## src/rtl/mem_arb_pkg.sv

```systemverilog
// mem_arb_pkg: shared FSM state encoding, port identifiers and default widths for mem_arbiter.
package mem_arb_pkg;
  localparam int ADDR_W_DEF = 8;
  localparam int DATA_W_DEF = 8;
  localparam int STARVE_MAX_DEF = 4;
  localparam logic PORT_CPU = 1'b0;
  localparam logic PORT_IO = 1'b1;
  typedef enum logic [1:0] {
    IDLE   = 2'd0,
    ACCESS = 2'd1,
    RESP   = 2'd2
  } state_t;
endpackage

```

## src/rtl/mem_arbiter_pick2.sv

```systemverilog
// arb_pick2: two-way winner selection; on contention port 1 wins when rr_ptr or starve_hit is set.
module arb_pick2
  import mem_arb_pkg::*;
(
  input  logic [1:0] req,
  input  logic       rr_ptr,
  input  logic       starve_hit,
  output logic       valid,
  output logic       id
);
  // The top ties off whichever of rr_ptr/starve_hit its policy does not use.
  always_comb begin
    valid = |req;
    id = &req ? (rr_ptr | starve_hit) : (req[1] ? PORT_IO : PORT_CPU);
  end
endmodule

```

## src/rtl/mem_arbiter.sv

```systemverilog
// mem_arbiter: serialises CPU (port 0) and I/O (port 1) accesses onto a single-port synchronous memory.
// Round robin by default; define ARB_FIXED_PRIO_EN for CPU priority with an I/O starvation override.
module mem_arbiter
  import mem_arb_pkg::*;
#(
  parameter int ADDR_W = ADDR_W_DEF,
  parameter int DATA_W = DATA_W_DEF,
  parameter int STARVE_MAX = STARVE_MAX_DEF
) (
  input  logic              clock,
  input  logic              reset,
  input  logic              cpu_req,
  input  logic              cpu_we,
  input  logic [ADDR_W-1:0] cpu_addr,
  input  logic [DATA_W-1:0] cpu_wdata,
  output logic              cpu_ack,
  output logic [DATA_W-1:0] cpu_rdata,
  input  logic              io_req,
  input  logic              io_we,
  input  logic [ADDR_W-1:0] io_addr,
  input  logic [DATA_W-1:0] io_wdata,
  output logic              io_ack,
  output logic [DATA_W-1:0] io_rdata,
  output logic              mem_en,
  output logic              mem_we,
  output logic [ADDR_W-1:0] mem_addr,
  output logic [DATA_W-1:0] mem_wdata,
  input  logic [DATA_W-1:0] mem_rdata,
  output logic              busy,
  output logic              grant_id
);
  if (STARVE_MAX < 1 || STARVE_MAX > 15) begin : g_starve_range
    $error("STARVE_MAX must be in 1..15");
  end

  state_t state_q, state_d;
  logic we_q, we_d, grant_id_q, grant_id_d;
  logic [ADDR_W-1:0] addr_q, addr_d;
  logic [DATA_W-1:0] wdata_q, wdata_d, cpu_rdata_q, cpu_rdata_d, io_rdata_q, io_rdata_d;
  logic rr_ptr, starve_hit, pick_valid, pick_id;

  arb_pick2 u_pick (
    .req       ({io_req, cpu_req}),
    .rr_ptr    (rr_ptr),
    .starve_hit(starve_hit),
    .valid     (pick_valid),
    .id        (pick_id)
  );

  always_comb begin
    state_d = state_q;
    we_d = we_q;
    addr_d = addr_q;
    wdata_d = wdata_q;
    grant_id_d = grant_id_q;
    cpu_rdata_d = cpu_rdata_q;
    io_rdata_d = io_rdata_q;
    unique case (state_q)
      IDLE: if (pick_valid) begin
        state_d = ACCESS;
        grant_id_d = pick_id;
        we_d = pick_id == PORT_IO ? io_we : cpu_we;
        addr_d = pick_id == PORT_IO ? io_addr : cpu_addr;
        wdata_d = pick_id == PORT_IO ? io_wdata : cpu_wdata;
      end
      ACCESS: state_d = RESP;
      RESP: begin
        state_d = IDLE;
        cpu_rdata_d = !we_q && grant_id_q == PORT_CPU ? mem_rdata : cpu_rdata_q;
        io_rdata_d = !we_q && grant_id_q == PORT_IO ? mem_rdata : io_rdata_q;
      end
      default: state_d = IDLE;
    endcase
  end

  always_ff @(posedge clock or negedge reset) begin
    if (!reset) begin
      state_q <= IDLE;
      we_q <= 1'b0;
      addr_q <= '0;
      wdata_q <= '0;
      grant_id_q <= PORT_CPU;
      cpu_rdata_q <= '0;
      io_rdata_q <= '0;
    end else begin
      state_q <= state_d;
      we_q <= we_d;
      addr_q <= addr_d;
      wdata_q <= wdata_d;
      grant_id_q <= grant_id_d;
      cpu_rdata_q <= cpu_rdata_d;
      io_rdata_q <= io_rdata_d;
    end
  end

`ifdef ARB_FIXED_PRIO_EN
  localparam logic [3:0] STARVE_LIM = 4'(STARVE_MAX);
  logic [3:0] starve_q, starve_d;
  assign rr_ptr = PORT_CPU;
  assign starve_hit = starve_q >= STARVE_LIM;
  // Counts IDLE cycles where port 1 asked and lost; saturates so it can never wrap past the limit.
  always_comb begin
    starve_d = starve_q;
    if (state_q == IDLE && io_req)
      starve_d = pick_id == PORT_IO ? 4'd0 : (&starve_q ? starve_q : starve_q + 4'd1);
  end
  always_ff @(posedge clock or negedge reset) begin
    if (!reset) starve_q <= 4'd0;
    else starve_q <= starve_d;
  end
`else
  logic rr_ptr_q, rr_ptr_d;
  assign rr_ptr = rr_ptr_q;
  assign starve_hit = 1'b0;
  always_comb rr_ptr_d = state_q == RESP ? ~grant_id_q : rr_ptr_q;
  always_ff @(posedge clock or negedge reset) begin
    if (!reset) rr_ptr_q <= PORT_CPU;
    else rr_ptr_q <= rr_ptr_d;
  end
`endif

  // Read data passes straight through in the ack cycle and is held afterwards.
  assign cpu_rdata = cpu_rdata_d;
  assign io_rdata = io_rdata_d;
  assign busy = state_q == ACCESS || state_q == RESP;
  assign mem_en = state_q == ACCESS;
  assign mem_we = mem_en & we_q;
  assign mem_addr = mem_en ? addr_q : '0;
  assign mem_wdata = mem_en ? wdata_q : '0;
  assign cpu_ack = state_q == RESP && grant_id_q == PORT_CPU;
  assign io_ack = state_q == RESP && grant_id_q == PORT_IO;
  assign grant_id = grant_id_q;
endmodule

```

## config.mk

```make
export PLATFORM = sky130hd
export DESIGN_NAME = mem_arbiter
export DESIGN_NICKNAME = d
export VERILOG_FILES = /design/src/rtl/mem_arb_pkg.sv /design/src/rtl/mem_arbiter_pick2.sv /design/src/rtl/mem_arbiter.sv
export SDC_FILE = /design/constraint.sdc
export NUM_CORES = 1
export LEC_CHECK = 0
export BUFFER_PORTS_ARGS = -buffer_cell sky130_fd_sc_hd__buf_2
export CAP_MARGIN = 25
export CORE_MARGIN = 1
export CORE_UTILIZATION = 30
export DETAILED_ROUTE_END_ITERATION = 10
export PLACE_DENSITY = 0.67
export SLEW_MARGIN = 20
export SYNTH_ARGS = -nofsm -noshare
export SYNTH_HDL_FRONTEND = slang
export SYNTH_SLANG_ARGS = --single-unit
```

## constraint.sdc

```tcl
create_clock -name clock -period 2.6 [get_ports clock]
set_input_delay 0.13 -clock clock [delete_from_list [all_inputs] [get_ports clock]]
set_output_delay 0.13 -clock clock [all_outputs]
set_load 0.03 [all_outputs]
```

## Word-level counts from Yosys, hierarchy flattened

Index checks and enable logic that the tools add are counted.

| word-level totals | value |
|---|---|
| word-level logic and storage cells | 36 |
| flip-flop bits (word level) | 37 |
| input bits | 46 |
| output and inout bits | 38 |

| operators by class | value |
|---|---|
| equality and inequality tests | 3 |
| reductions and logical operators | 10 |
| bitwise gates (word level) | 2 |
| muxes and demuxes | 13 |

Operators by type and width:

| kind | count |
|---|---|
| 8-bit two-way mux | 8 |
| 1-bit logical AND | 4 |
| 2-bit one-hot mux with 2 select lines | 1 |
| 2-bit AND reduction | 2 |
| 1-bit two-way mux | 3 |
| 2-bit by 1-bit equality test with 1-bit output (second input constant) | 1 |
| 2-bit equality test (second input constant) | 1 |
| 2-bit logical NOT | 1 |
| 2-bit two-way mux | 1 |
| 2-bit inequality test (second input constant) | 1 |
| 2-bit OR reduction | 1 |
| 1-bit AND | 1 |
| 1-bit logical NOT | 1 |
| 1-bit logical OR | 1 |
| 1-bit NOT | 1 |

## Logic depth before layout (Yosys ltp)

| logic depth | value |
|---|---|
| depth after elaboration | 4 |
| gate-level depth with buffers | 7 |
| depth with buffers taken out | 5 |

## By module

Synthesis repeated with hierarchy kept, for this count alone.

| unflattened totals | value |
|---|---|
| cell total of the unflattened synthesis | 152 |
| area total of the unflattened synthesis | 1790.5 sq um |

Modules (own cells, without submodules):

| module | area an instance (sq um) | cells an instance | times used | sequential area each (sq um) |
|---|---|---|---|---|
| mem_arbiter | 1773.0 | 149 | 1 | 925.9 |
| arb_pick2 | 17.5 | 3 | 1 | 0.0 |

## Worst setup path after synthesis

No wires, ideal clock.

| timing | value |
|---|---|
| path kind | register to register |
| from | register state_q[0] |
| to | register io_rdata_q[0] |
| setup slack | 770 ps |
| required time | 2415 ps |
| library setup time | 185 ps |
| cell stages (with the launch flop) | 7 |
| buffers on the path | 1 |
| period minus slack after synthesis | 1830 ps |
| arrival time | 1645 ps |
| path through | dfrtp_1 > inv_1 > ha_1 > and2_1 > nand2b_1 > buf_2 > mux2_1 |

| between the ends | value |
|---|---|
| word-level cells in the longest chain between the ends | 2 |

Ends and longest elaborated chain:

| item | line | text |
|---|---|---|
| start: declaration | mem_arbiter.sv:36 | `state_t state_q, state_d;` |
| start signal: assignment | mem_arbiter.sv:86 | `state_q <= state_d;` |
| 2-bit equality test | mem_arbiter.sv:58 | `unique case (state_q)` |
| 8-bit two-way mux | mem_arbiter.sv:58 |  |
| named net io_rdata[0] | mem_arbiter.sv:23 | `output logic [DATA_W-1:0] io_rdata,` |
| end signal: assignment | mem_arbiter.sv:92 | `io_rdata_q <= io_rdata_d;` |
| end: declaration | mem_arbiter.sv:39 | `logic [DATA_W-1:0] wdata_q, wdata_d, cpu_rdata_q, cpu_rdata_d, io_rdata_q, io_rdata_d;` |

The timed path passes the listed nets, and every way through them passes these cells.
A chain may end at the register's enable or synchronous reset.

## Worst setup path in the final report

| timing | value |
|---|---|
| from | register state_q[0] |
| to | output io_rdata[6] |

| between the ends | value |
|---|---|
| word-level cells in the longest chain between the ends | 2 |

Ends and longest elaborated chain:

| item | line |
|---|---|
| 2-bit equality test | mem_arbiter.sv:58 |
| 8-bit two-way mux | mem_arbiter.sv:58 |
| end: declaration | mem_arbiter.sv:23 |

Every way passes these cells.

==> PnR_summary.wiki <==
{| class="wikitable"
! Metric !! Value
|-
| Run status || finished clean
|-
| Multiplexer fraction of the synthesized cell area || 10.7%
|-
| Worst Hold Path Cells || 2
|-
| Maximum net fanout on the critical path || 8
|-
| Multi-input gate area || 771 sq um
|-
| Fin. max-slew vios || 0
|-
| Comb power frac || 54.8%
|-
| Distinct cell type count of the synthesized netlist || 19
|-
| Crit-path max cell delay || 390 ps
|-
| Top-Level Pins || 84
|-
| Area of the die || 6250 sq um
|-
| Total negative slack for setup checks || 0 ps
|-
| Origin of the critical flop-to-flop path || state_q[0]
|-
| Slowest CP cell || mux2_1
|-
| Total via count in the routed design || 1538
|-
| Max cap viols || 0
|-
| Final Cycle Share || 82.2%
|-
| H-tree levels || 2
|-
| DRC viols || 0
|-
| Avg WL per Cell || 13.0 um
|-
| Antenna-violating nets left || 0
|-
| Number of standard-cell rows in the floorplan || 27
|-
| Clock latency of the later-clocked register in the worst-skew pair || 290 ps
|-
| Cell Int Power || 1.63 mW
|-
| Top-area cell type share of the netlist area || 52.0%
|-
| Total of flip-flops plus latches after synthesis || 37
|-
| Net load switching power || 1.45 mW
|-
| Number of detailed-route iterations in the first pass || 4
|-
| Unrepaired setup endpoints after global routing || no
|-
| Arrival time at the worst endpoint || 2010 ps
|-
| Share of power burned in registers || 31.9%
|-
| R2R Setup Slk || 930 ps
|-
| Hold Vio Cnt, Final || 0
|-
| Clock Power Share || 13.2%
|-
| CTS max path bufs || 2
|-
| Post-cts gate resize count || 0
|-
| TritonCTS clock tree || yes
|-
| Worst r2r dst || io_rdata_q[6]
|-
| Initial core utilization || 31.8%
|-
| Fraction of the mapped netlist area in simple logic gates || 17.6%
|-
| Placed cell count || 318
|-
| Die boundary height || 79.1 um
|-
| Compound-cell area share of the yosys netlist || 12.1%
|-
| Nets@finish || 304
|-
| Relative max-transition margin || 45.7%
|-
| Pwr/cell area || 1320 nW/um^2
|-
| Inserted Clock Buffers || 5
|-
| Sort of element at the end of the critical path || output port
|-
| Post-synthesis cell area || 1780 sq um
|-
| Post-detailed-placement half-perimeter wirelength || 3040 um
|-
| Setup crit start kind || register
|-
| Largest cells by area after synthesis || dfrtp_1 (52%), and2_1 (6.3%), a31oi_1 (6.0%), mux2_1 (5.7%), o21ai_0 (5.3%)
|-
| Net switching fraction of the power || 47.1%
|-
| Max Fclk || 0.468 GHz
|-
| Largest net degree at the start of global routing || 38
|-
| Total grt overflow || 0
|-
| Number of buffers inserted by post-CTS setup repair || 0
|-
| Main combinational cell family by area after synthesis || simple AND/OR/NAND/NOR gates
|-
| Worst hold path startpoint || mem_rdata[5]
|-
| Total length of routed wires || 4240 um
|-
| Hold Path End || io_rdata_q[5]
|-
| Hold Path Class || in2reg
|-
| Number of antenna violations at the first check in global routing || 0
|-
| Pre-CTS setup slack || 743 ps
|-
| IR drop worst, VDD || 0.678 mV
|-
| Cell at the root of the clock tree || clkbuf_8
|-
| Number of port buffers || 83
|-
| CTS clock-pin slew for the worst setup and hold paths || 70 ps
|-
| Sequential Area || 926 sq um
|-
| Number of global-route vias before repair || 1458
|-
| Leak || 1.13 nW
|-
| CTS Sinks || 37
|-
| Via/cell ratio || 4.72
|-
| DRC marker count from the first detailed-route iteration || 49
|-
| Wire length of the first global-routing pass || 6800 um
|-
| Number of endpoints failing setup at the final stage || 0
|-
| Area grow syn2layout || 30.9%
|-
| Die Span X || 79.1 um
|-
| List of cells traversed by the critical path || inv_1 -> ha_1 -> and2_1 -> nand2b_1 -> mux2_1 -> buf_2
|-
| Number of warnings reported in the yosys synthesis log || 0
|-
| Shortest clock period the worst path allows after layout || 2140 ps
|-
| Worst setup path category || reg2out
|-
| Post-Syn Nets || 224
|-
| Non-Filler Instances || 326
|-
| Post-synthesis cell type with the largest combined area || dfrtp_1
|-
| Core Area || 5610 sq um
|-
| Transition time at the pin with the least slew margin || 814 ps
|-
| Power after layout || 3.08 mW
|-
| Post-synthesis cell count || 174
|-
| # fillers || 596
|-
| Post-Route Skew || 10.6 ps
|-
| Post-cts hold buffer count || 1
|-
| Adder-cell share of the synthesized area || 2.81%
|-
| Final antenna diode count || 0
|-
| Number of cell instances on the worst register-to-register path || 5
|-
| Global-route usage over all layers || 14.3%
|-
| Critical path required time || 2470 ps
|-
| GPL Wtd Cong || 0.713
|-
| Syn Area/Cell || 10.2 sq um
|-
| Xor/xnor cell area share of the yosys netlist || 0%
|-
| Proportion of synthesized chip area in sequential cells || 52.0%
|-
| Fraction of layout instances using a drive strength above 1 || 39.8%
|-
| Final setup margin || 462 ps
|}
-- layout by cell type, fill, tap and decap left out --
cell / netlist / routed
a21boi_0: 1 / 1
a31oi_1: 17 / 17
and2_1: 18 / 18
and2b_2: 1 / 1
buf_2: 8 / 83
buf_4: 2 / 1
clkbuf_8: 0 / 6
clkinvlp_4: 0 / 1
dfrtp_1: 37 / 37
dlygate4sd3_1: 0 / 1
ha_1: 4 / 4
inv_1: 6 / 6
mux2_1: 9 / 9
mux2_2: 8 / 8
nand2_1: 1 / 1
nand2b_1: 3 / 3
nand3_1: 18 / 18
nor2_1: 18 / 18
nor2_4: 1 / 1
o21a_1: 1 / 1
o21ai_0: 19 / 19
-- routing by layer --
layer,vias to the layer above,part of all wire (%),track usage [%]
met5,-,0,0
met4,0,1.2,6.55
met3,7,5.8,3.68
met2,46,49,23.4
met1,727,44,17.7
li1,758,-,-
-- flip-flops by register name, summed over array words and instances (netlist names) --
signal / cells
addr_q: 8
cpu_rdata_q: 8
io_rdata_q: 8
wdata_q: 8
state_q: 2
grant_id: 1
rr_ptr: 1
we_q: 1
-- worst max-delay path by stage --
| stage | from | cells past startpoint | slack, ps | endpoint |
|---|---|---|---|---|
| final | state_q[0] | 6 | 460 | io_rdata[6] |
| after global routing | state_q[0] | 6 | 290 | io_rdata[5] |
| after CTS | state_q[0] | 6 | 410 | io_rdata[6] |
| after detailed placement | state_q[0] | 6 | 740 | io_rdata[6] |
| after global placement | state_q[0] | 6 | 800 | io_rdata[0] |
| after floorplan | state_q[0] | 6 | 770 | io_rdata_q[0] |
-- critical path, delay by kind of cell (launching register included) --
family	cells	cell delay, ps
flops	1	370
simple gates	2	470
fa+ha+maj	1	220
mux	1	390
buf+inv	2	280
-- cell usage after synthesis --
| cell | n |
|---|---|
| dfrtp_1 | 37 |
| o21ai_0 | 19 |
| and2_1 | 18 |
| nand3_1 | 18 |
| nor2_1 | 18 |
| a31oi_1 | 17 |
| mux2_1 | 9 |
| buf_2 | 8 |
| mux2_2 | 8 |
| inv_1 | 6 |
| ha_1 | 4 |
| nand2b_1 | 3 |
| buf_4 | 2 |
| clkbuf_1 | 2 |
| a21boi_0 | 1 |
| and2b_2 | 1 |
| nand2_1 | 1 |
| nor2_4 | 1 |
| o21a_1 | 1 |
-- cell type report --
| cell class | instances | area share [%] |
|---|---|---|
| Sequential cell | 37 | 39.7 |
| Clock buffer | 6 | 3.54 |
| Tap cell | 72 | 3.86 |
| Inverter | 6 | 0.966 |
| Multi-Input combinational cell | 119 | 33.0 |
| Clock inverter | 1 | 0.322 |
| Timing Repair Buffer | 85 | 18.6 |
-- stage by stage --
step                      hold WS, ps  util (%)  area, sq um
final                            83.9      41.6         2330
after global routing             87.2      41.6         2330
after CTS                        71.3      41.6         2330
after detailed placement          287      39.8         2230
after global placement            282      39.8         2230
after floorplan                  -166         -         1780
-- power by group through the flow --
stage | Clock, mW | Combinational, mW | Sequential [mW]
4_1_cts | 0.432 | 1.71 | 0.986
3_3_place_gp | 0 | 1.69 | 0.984
6_report | 0.407 | 1.69 | 0.982
3_5_place_dp | 0 | 1.71 | 0.997
5_1_grt | 0.450 | 1.83 | 1.03
2_1_floorplan | 0 | 1.29 | 0.975
-- logic make-up (layout without fill, tap and decap cells) --
logic type               count (synthesis)  in the layout
AND/OR/NAND/NOR                         60             60
AO/OA/AOI/OAI                           38             38
flip-flops                              37             37
buffers and inverters                   18             98
multiplexers                            17             17
adder cells (fa/ha/maj)                  4              4
Power figures use the tool's default switching activity.
